`config.mk`:
```
export PLATFORM = sky130hd
export DESIGN_NAME = button_conditioner
export DESIGN_NICKNAME = d
export VERILOG_FILES = /design/src/rtl/button_conditioner.sv
export SDC_FILE = /design/constraint.sdc
export NUM_CORES = 1
export LEC_CHECK = 0
export CAP_MARGIN = 40
export CORE_MARGIN = 2
export CORE_UTILIZATION = 59
export CTS_CLUSTER_SIZE = 8
export DETAILED_ROUTE_END_ITERATION = 12
export GPL_ROUTABILITY_DRIVEN = 0
export GPL_TIMING_DRIVEN = 0
export PLACE_DENSITY_LB_ADDON = 0.05
export SETUP_SLACK_MARGIN = 0.02
export SLEW_MARGIN = 40
export SYNTH_ARGS = -nofsm -noshare
export SYNTH_HDL_FRONTEND = slang
export SYNTH_SLANG_ARGS = --single-unit
```
`constraint.sdc`:
```
create_clock -name clk_clk -period 4.8 [get_ports clk_clk]
set_clock_uncertainty 0.15 [all_clocks]
set_input_delay 0.96 -clock clk_clk [delete_from_list [all_inputs] [get_ports clk_clk]]
set_output_delay 0.96 -clock clk_clk [all_outputs]
set_load 0.005 [all_outputs]
```
`src/rtl/button_conditioner.sv`:
```
// Push-button conditioner: 2-FF synchronizer, debounce FSM, hold timer and strobe generation.
// Optional auto-repeat strobe is built only when BUTTON_AUTO_REPEAT_EN is defined.
module button_conditioner #(
  parameter int unsigned DEBOUNCE_CYCLES   = 1000000,
  parameter int unsigned LONG_PRESS_CYCLES = 50000000,
  parameter int unsigned REPEAT_CYCLES     = 10000000,
  parameter bit          ACTIVE_LOW        = 1'b1
) (
  input  logic clk_clk,
  input  logic reset_reset,
  input  logic button_raw,
  output logic interrupbutton_export,
  output logic press_pulse,
  output logic release_pulse,
  output logic long_pulse,
  output logic repeat_pulse,
  output logic long_held
);

  localparam int DEB_W  = $clog2(DEBOUNCE_CYCLES);
  localparam int HOLD_W = $clog2(LONG_PRESS_CYCLES);

  localparam logic [DEB_W-1:0]  DEB_LAST  = DEB_W'(DEBOUNCE_CYCLES - 1);
  localparam logic [HOLD_W-1:0] HOLD_LAST = HOLD_W'(LONG_PRESS_CYCLES - 1);

  typedef enum logic [2:0] {
    IDLE        = 3'd0,
    PRESS_DEB   = 3'd1,
    PRESSED     = 3'd2,
    LONG_HELD   = 3'd3,
    RELEASE_DEB = 3'd4
  } state_t;

  // The reset is expected to be released synchronously to clk_clk by the
  // system reset controller; assertion may arrive at any time.
  logic [1:0]        sync_q;
  logic              sync;
  logic              p_in;

  state_t            state_q, state_d;
  logic [DEB_W-1:0]  deb_q, deb_d;
  logic [HOLD_W-1:0] hold_q, hold_d;
  logic              ret_long_q, ret_long_d;
  logic              level_q, level_d;
  logic              long_held_q, long_held_d;
  logic              press_q, press_d;
  logic              rel_q, rel_d;
  logic              long_q, long_d;

`ifdef BUTTON_AUTO_REPEAT_EN
  localparam int REP_W = $clog2(REPEAT_CYCLES);
  localparam logic [REP_W-1:0] REP_LAST = REP_W'(REPEAT_CYCLES - 1);
  logic [REP_W-1:0]  rep_q, rep_d;
  logic              rep_pulse_q, rep_pulse_d;
`else
  logic              unused_rep_cfg;
  assign unused_rep_cfg = ^REPEAT_CYCLES;
`endif

  // Polarity is folded in before the synchronizer so sync is always 1 = pressed.
  assign p_in = button_raw ^ ACTIVE_LOW;
  assign sync = sync_q[1];

  always_ff @(posedge clk_clk or posedge reset_reset) begin
    if (reset_reset) begin
      sync_q <= 2'b00;
    end else begin
      sync_q <= {sync_q[0], p_in};
    end
  end

  always_ff @(posedge clk_clk or posedge reset_reset) begin
    if (reset_reset) begin
      state_q     <= IDLE;
      deb_q       <= '0;
      hold_q      <= '0;
      ret_long_q  <= 1'b0;
      level_q     <= 1'b0;
      long_held_q <= 1'b0;
      press_q     <= 1'b0;
      rel_q       <= 1'b0;
      long_q      <= 1'b0;
    end else begin
      state_q     <= state_d;
      deb_q       <= deb_d;
      hold_q      <= hold_d;
      ret_long_q  <= ret_long_d;
      level_q     <= level_d;
      long_held_q <= long_held_d;
      press_q     <= press_d;
      rel_q       <= rel_d;
      long_q      <= long_d;
    end
  end

`ifdef BUTTON_AUTO_REPEAT_EN
  always_ff @(posedge clk_clk or posedge reset_reset) begin
    if (reset_reset) begin
      rep_q       <= '0;
      rep_pulse_q <= 1'b0;
    end else begin
      rep_q       <= rep_d;
      rep_pulse_q <= rep_pulse_d;
    end
  end
`endif

  always_comb begin
    state_d     = state_q;
    deb_d       = deb_q;
    hold_d      = hold_q;
    ret_long_d  = ret_long_q;
    level_d     = level_q;
    long_held_d = long_held_q;
    press_d     = 1'b0;
    rel_d       = 1'b0;
    long_d      = 1'b0;
`ifdef BUTTON_AUTO_REPEAT_EN
    rep_d       = rep_q;
    rep_pulse_d = 1'b0;
`endif

    case (state_q)
      IDLE: begin
        if (sync) begin
          state_d = PRESS_DEB;
          deb_d   = '0;
        end
      end

      PRESS_DEB: begin
        if (!sync) begin
          state_d = IDLE;
          deb_d   = '0;
        end else if (deb_q == DEB_LAST) begin
          state_d = PRESSED;
          deb_d   = '0;
          hold_d  = '0;
          level_d = 1'b1;
          press_d = 1'b1;
        end else begin
          deb_d = deb_q + DEB_W'(1);
        end
      end

      // A release edge wins over a threshold hit in the same cycle.
      PRESSED: begin
        if (!sync) begin
          state_d    = RELEASE_DEB;
          ret_long_d = 1'b0;
          deb_d      = '0;
        end else if (hold_q == HOLD_LAST) begin
          state_d     = LONG_HELD;
          hold_d      = '0;
          long_d      = 1'b1;
          long_held_d = 1'b1;
`ifdef BUTTON_AUTO_REPEAT_EN
          rep_d       = '0;
`endif
        end else begin
          hold_d = hold_q + HOLD_W'(1);
        end
      end

      LONG_HELD: begin
        if (!sync) begin
          state_d    = RELEASE_DEB;
          ret_long_d = 1'b1;
          deb_d      = '0;
        end else begin
`ifdef BUTTON_AUTO_REPEAT_EN
          if (rep_q == REP_LAST) begin
            rep_pulse_d = 1'b1;
            rep_d       = '0;
          end else begin
            rep_d = rep_q + REP_W'(1);
          end
`endif
        end
      end

      // hold/repeat counters stay frozen here so a bounce resumes the hold.
      RELEASE_DEB: begin
        if (sync) begin
          state_d = ret_long_q ? LONG_HELD : PRESSED;
          deb_d   = '0;
        end else if (deb_q == DEB_LAST) begin
          state_d     = IDLE;
          deb_d       = '0;
          hold_d      = '0;
          ret_long_d  = 1'b0;
          level_d     = 1'b0;
          long_held_d = 1'b0;
          rel_d       = 1'b1;
`ifdef BUTTON_AUTO_REPEAT_EN
          rep_d       = '0;
`endif
        end else begin
          deb_d = deb_q + DEB_W'(1);
        end
      end

      default: begin
        state_d = IDLE;
        deb_d   = '0;
        hold_d  = '0;
      end
    endcase
  end

  assign interrupbutton_export = level_q;
  assign press_pulse           = press_q;
  assign release_pulse         = rel_q;
  assign long_pulse            = long_q;
  assign long_held             = long_held_q;
`ifdef BUTTON_AUTO_REPEAT_EN
  assign repeat_pulse          = rep_pulse_q;
`else
  assign repeat_pulse          = 1'b0;
`endif

endmodule

```
==> impl_metrics.env, run 1 <==
export IMPL_total_power_uw=980
export IMPL_final_instance_count_excl_fill=463
export IMPL_period_share=0.594
export IMPL_vias=2949
export IMPL_htree_levels=3
export IMPL_gr_total_overflow=0
export IMPL_worst_slack_ps=1950
export IMPL_numCtsBuffers=9
export IMPL_clkTransAtPathRegs_ps=60
export IMPL_initial_core_util=0.609
export IMPL_setup_violations_final=0
export IMPL_place_hpwl_mm=5.59
export IMPL_hold_viol=0
export IMPL_dieHeight_um=79.4
export IMPL_yosysSeqAreaShare=0.425
export IMPL_max_slew_margin=0.466
export IMPL_grt_start_max_net_pins=43
export IMPL_syn_cell_area_sq_mm=0.00336
export IMPL_use_met1=0.406
export IMPL_clock_sinks=57
export IMPL_synth_distinct_cells=63
export IMPL_maxCapViolCount=0
export IMPL_drt_first_pass_iters=6
export IMPL_clock_path_buffers=2
export IMPL_wire_per_inst_um=17.2
export IMPL_post_route_min_period_ps=2850
export IMPL_tns_ps=0
export IMPL_cts_root_buf="clkbuf_8"
export IMPL_status="finished clean"
export IMPL_antenna_cells=0
export IMPL_required_ps=4910
export IMPL_synth_net_count=372
export IMPL_dp_slack_ps=2020
export IMPL_cts_hold_buffers=0
export IMPL_critPathArrivalTime_ps=2960
export IMPL_drt_wl_total_mm=7.96
export IMPL_async_flop_share=1.00
export IMPL_powerDensity_mw_per_mm2=263
export IMPL_drive_above_1_share=0.0997
export IMPL_tightest_slew_ps=792
export IMPL_remaining_drc_errors=0
export IMPL_synth_edff_count=0
export IMPL_p_leak_uw=0.00152
export IMPL_final_util=0.678
export IMPL_start_kind="register"
export IMPL_num_rows=27
export IMPL_drt_initial_drc_count=235
export IMPL_rsz0062_at_grt="false"
export IMPL_grt_pass1_wl_mm=13.4
export IMPL_synth_ff_type="dfrtp_1"
export IMPL_cts_setup_buffers=0
export IMPL_ios=9
export IMPL_coreArea_sq_mm=0.00551
export IMPL_critPathKind="register to register"
export IMPL_ys_seq_elements=57
export IMPL_fin_nets=391
export IMPL_grt_pass1_vias=2696
export IMPL_die_area_sq_mm=0.00631
export IMPL_syn_to_final_growth_pct=11.2
export IMPL_maxSlewViolCount=0
export IMPL_worstHoldPathType="register to register"
export IMPL_ir_drop_v=0.000162
export IMPL_met2_usage=0.393
export IMPL_clk_latency_ps=350
export IMPL_max_freq_mhz=351
export IMPL_crit_path_end_kind="register"
export IMPL_fillers=454
export IMPL_portBuffers=7
export IMPL_via_per_inst=6.37
export IMPL_gr_max_usage_layer="met1"
export IMPL_avgSynthCellArea_sq_um=9.14
export IMPL_antenna_found_initial=0
export IMPL_grt_use_total=0.279
export IMPL_dieWidth_um=79.4
export IMPL_ant_nets=0
export IMPL_crit_fanout=10
export IMPL_place_inst=447
export IMPL_grt_util_met3=0.0860
export IMPL_syn_inst=367
export IMPL_ys_warn_count=0
export IMPL_cts_tree="done"
export IMPL_cts_resized_gates=0
worst paths after layout:
path	start	end	slack, ps	depth (start not counted)
worst max-delay path	hold_q[0]	hold_q[18]	1950	8
min in group asynchronous	reset_reset	hold_q[9]	740	2
worst min-delay path	sync_q[0]	sync_q[1]	210	0
worst min register to register	sync_q[0]	sync_q[1]	210	0
worst max register to register	hold_q[0]	hold_q[18]	1950	8
max in group asynchronous	reset_reset	deb_q[19]	3270	3
cells in the mapped netlist (6+ instances only):
library cell | number | area [sq um]
dfrtp_1 | 57 | 1430
nand2_1 | 38 | 143
nand3_1 | 27 | 135
nor2_1 | 21 | 78.8
o21ai_0 | 21 | 105
inv_1 | 17 | 63.8
mux2i_1 | 17 | 170
a22oi_1 | 16 | 120
clkbuf_1 | 14 | 52.6
a21oi_1 | 12 | 60.1
nand4_1 | 12 | 75.1
and3_1 | 7 | 43.8
or3_1 | 6 | 37.5
state kept, by name, indices dropped and copies added (netlist names):
name / count
deb_q: 20
hold_q: 26
interrupbutton_export: 1
long_held: 1
long_pulse: 1
press_pulse: 1
release_pulse: 1
ret_long_q: 1
state_q: 3
sync_q: 2
worst max-delay path: stages, from the launching register on:
cell	delay [ps]
dfrtp_1	410
ha_1	250
nand3_1	220
nor3_1	150
a21oi_1	270
clkbuf_1	440
buf_1	500
a22oi_1	160
mux2i_1	200
placed cells by master, fill, tap and decap left out, types with 3 or more instances in the layout:
master / n
dfrtp_1: 57
nand2_1: 38
nand3_1: 27
nor2_1: 21
o21ai_0: 21
mux2i_1: 17
a22oi_1: 16
inv_1: 16
clkbuf_1: 15
clkbuf_8: 13
nand4_1: 12
a21oi_1: 12
and3_1: 7
clkdlybuf4s50_1: 7
or3_1: 6
nor4_1: 5
and4_1: 5
nor3b_1: 5
and2_1: 5
xnor2_1: 5
nor3_1: 4
a21o_1: 4
a31oi_1: 4
a2bb2oi_1: 4
nor4_4: 3
nor2b_1: 3
buf_2: 3
nand2b_1: 3
o22ai_1: 3
metrics by stage:
stage	instance area, sq um	hold slack [ps]
3_5_place_dp	3540	191
3_3_place_gp	3520	196
5_1_grt	3730	219
2_1_floorplan	3360	181
6_report	3730	206
4_1_cts	3730	214
routing by layer:
metal  routed length, um  part of all wire
met5                   0                 0
met3                 526             0.066
met1                3910              0.49
met4                 113             0.014
met2                3410              0.43
power by group:
| group | switching, uW | internal (uW) | leakage [uW] |
|---|---|---|---|
| Combinational | 39.4 | 18.1 | 0.000626 |
| Clock | 191 | 242 | 0.000102 |
| Sequential | 4.03 | 485 | 0.000789 |
| Total | 235 | 745 | 0.00152 |
logic make-up after synthesis:
logic type / count (synthesis) / share of synthesized area
compound gates: 84 / 0.172
fa+ha+maj: 2 / 0.00746
mux: 18 / 0.0541
simple gates: 162 / 0.281
flops: 57 / 0.425
xor+xnor: 6 / 0.0157
other cells: 1 / 0.00112
buf+inv: 37 / 0.0440
cell type report:
type | count | area (sq um) | share of cell area
sequential | 57 | 1430 | 0.382
multi-input combinational | 273 | 1780 | 0.478
clock inverter | 2 | 10.0 | 0.00268
timing repair buffer | 8 | 90.1 | 0.0241
inverter | 17 | 66.3 | 0.0178
buffer | 20 | 83.8 | 0.0225
clock buffer | 14 | 183 | 0.0490
tap | 72 | 90.1 | 0.0241
No activity file was read; power rests on OpenSTA's default activity.
==> run 2, diff against run 1 <==
--- a/config.mk
+++ b/config.mk
@@ -7,7 +7,7 @@
 export LEC_CHECK = 0
 export CAP_MARGIN = 40
 export CORE_MARGIN = 2
-export CORE_UTILIZATION = 59
+export CORE_UTILIZATION = 56
 export CTS_CLUSTER_SIZE = 8
 export DETAILED_ROUTE_END_ITERATION = 12
 export GPL_ROUTABILITY_DRIVEN = 0
==> constraint.sdc (replaced) <==
create_clock -name clk_clk -period 2.29 [get_ports clk_clk]
set_clock_uncertainty 0.15 [all_clocks]
set_input_delay 0.458 -clock clk_clk [delete_from_list [all_inputs] [get_ports clk_clk]]
set_output_delay 0.458 -clock clk_clk [all_outputs]
set_load 0.005 [all_outputs]
==> run 2 against run 1 <==
Compared with the run above:
- the flow now finishes with violations (negative setup slack)
- combinational power grew to 2.6 times the previous value
- global-route usage shrank 0.39 points
- worst setup slack worse by 2000 ps
- non-clock buffer count grew 14
- final cell count rose by 3.7%
- die area grew 5.1%
- largest power group unchanged
- register-to-register slack lost 2000 ps
- routed wire length grew 8.0%
- critical path depth fell by 3
==> impl_metrics.env, run 2 (synthesized netlist as in run 1, its figures left out) <==
export IMPL_required_ps=2370
export IMPL_numCtsBuffers=9
export IMPL_vias=3040
export IMPL_gr_total_overflow=0
export IMPL_num_rows=28
export IMPL_grt_pass1_wl_mm=13.7
export IMPL_worstHoldPathType="register to register"
export IMPL_hold_viol=0
export IMPL_syn_to_final_growth_pct=23.6
export IMPL_start_kind="register"
export IMPL_hold_ws_ps=209
export IMPL_antenna_cells=0
export IMPL_grt_use_total=0.275
export IMPL_post_route_min_period_ps=2290
export IMPL_critPathArrivalTime_ps=2370
export IMPL_max_slew_margin=0.656
export IMPL_final_common_cell="dfrtp_1"
export IMPL_crit_fanout=8
export IMPL_ant_nets=0
export IMPL_die_area_sq_mm=0.00663
export IMPL_remaining_drc_errors=0
export IMPL_dieHeight_um=81.4
export IMPL_final_instance_count_excl_fill=480
export IMPL_dp_slack_ps=-376
export IMPL_maxSlewViolCount=0
export IMPL_p_leak_uw=0.00167
export IMPL_period_share=1.00
export IMPL_total_power_uw=2110
export IMPL_clkTransAtPathRegs_ps=70
export IMPL_critPathKind="register to register"
export IMPL_layout_common_cells="dfrtp_1, nand2_1, nand3_1"
export IMPL_powerDensity_mw_per_mm2=509
export IMPL_cts_hold_buffers=0
export IMPL_violations="negative setup slack"
export IMPL_drt_wl_total_mm=8.60
export IMPL_clk_latency_ps=340
export IMPL_drt_first_pass_iters=5
export IMPL_tns_ps=-1.62
export IMPL_crit_path_end_kind="register"
export IMPL_initial_core_util=0.574
export IMPL_ios=9
export IMPL_wire_per_inst_um=17.9
export IMPL_ir_drop_v=0.000366
export IMPL_cts_tree="done"
export IMPL_maxCapViolCount=0
export IMPL_dieWidth_um=81.4
export IMPL_antenna_found_initial=0
export IMPL_via_per_inst=6.33
export IMPL_htree_levels=3
export IMPL_rsz0062_at_grt="true"
export IMPL_top_register="hold_q"
export IMPL_status="finished with violations"
export IMPL_top_regs="hold_q (26), deb_q (20), state_q (3)"
export IMPL_cts_root_buf="clkbuf_8"
export IMPL_worst_slack_ps=-1.62
export IMPL_drt_initial_drc_count=280
export IMPL_coreArea_sq_mm=0.00585
export IMPL_portBuffers=7
export IMPL_setup_violations_final=1
export IMPL_clock_path_buffers=2
export IMPL_fin_nets=405
export IMPL_tightest_slew_ps=513
export IMPL_largest_reg_flops=26
export IMPL_grt_start_max_net_pins=34
export IMPL_max_freq_mhz=436
export IMPL_drive_above_1_share=0.252
export IMPL_clock_sinks=57
export IMPL_grt_pass1_vias=2707
export IMPL_place_inst=450
export IMPL_place_hpwl_mm=5.63
==> run 2: metrics by stage <==
step / util / instance area [sq um]
5_1_grt: 0.709 / 4150
3_3_place_gp: 0.603 / 3530
3_5_place_dp: 0.607 / 3550
4_1_cts: 0.667 / 3900
6_report: 0.709 / 4150
2_1_floorplan: - / 3370
==> run 2: worst paths after layout <==
path                              end  slack, ps   startpoint  cells after the start
max                         hold_q[0]         -2    deb_q[12]                      5
min reg2reg                 sync_q[1]        210    sync_q[0]                      0
max in group asynchronous    deb_q[7]       1190  reset_reset                      3
max reg2reg                 hold_q[0]         -2    deb_q[12]                      5
min in group asynchronous  hold_q[17]        290  reset_reset                      2
min                         sync_q[1]        210    sync_q[0]                      0
==> run 2: critical path, cell delays in order, from the launching register on <==
cell and delay (ps):
dfrtp_1 420, or4b_4 580, nor4_4 310, o211ai_4 220
and2_4 250, mux2_2 260
==> run 2: metal layers <==
| layer | routed length, um | vias up | GRT usage |
|---|---|---|---|
| met4 | 76 | 0 | 0.0712 |
| met1 | 4190 | 1489 | 0.419 |
| met2 | 3810 | 109 | 0.388 |
| met3 | 521 | 8 | 0.0659 |
| li1 | - | 1434 | - |
| met5 | 0 | - | 0 |
==> run 2: timing repair <==
action	in CTS	in global routing
pin swaps	8	25
gates resized for setup	23	58
setup endpoints to repair	47	48
buffers inserted	10	4
cloned	0	2
==> run 2: power by group <==
part	switching [uW]	total (uW)	internal (uW)	leakage (uW)
clock network	407	937	530	0.0000974
logic	93.6	149	55.4	0.000787
registers	9.00	1030	1020	0.000785
==> run 2: area by class of cell <==
class | instances | area (sq um)
Multi-Input combinational cell | 273 | 2040
Fill cell | 433 | 1700
Sequential cell | 57 | 1430
Timing Repair Buffer | 24 | 215
Clock buffer | 13 | 149
Buffer | 18 | 115
Tap cell | 75 | 93.8
Inverter | 17 | 66.3
Clock inverter | 3 | 40.0
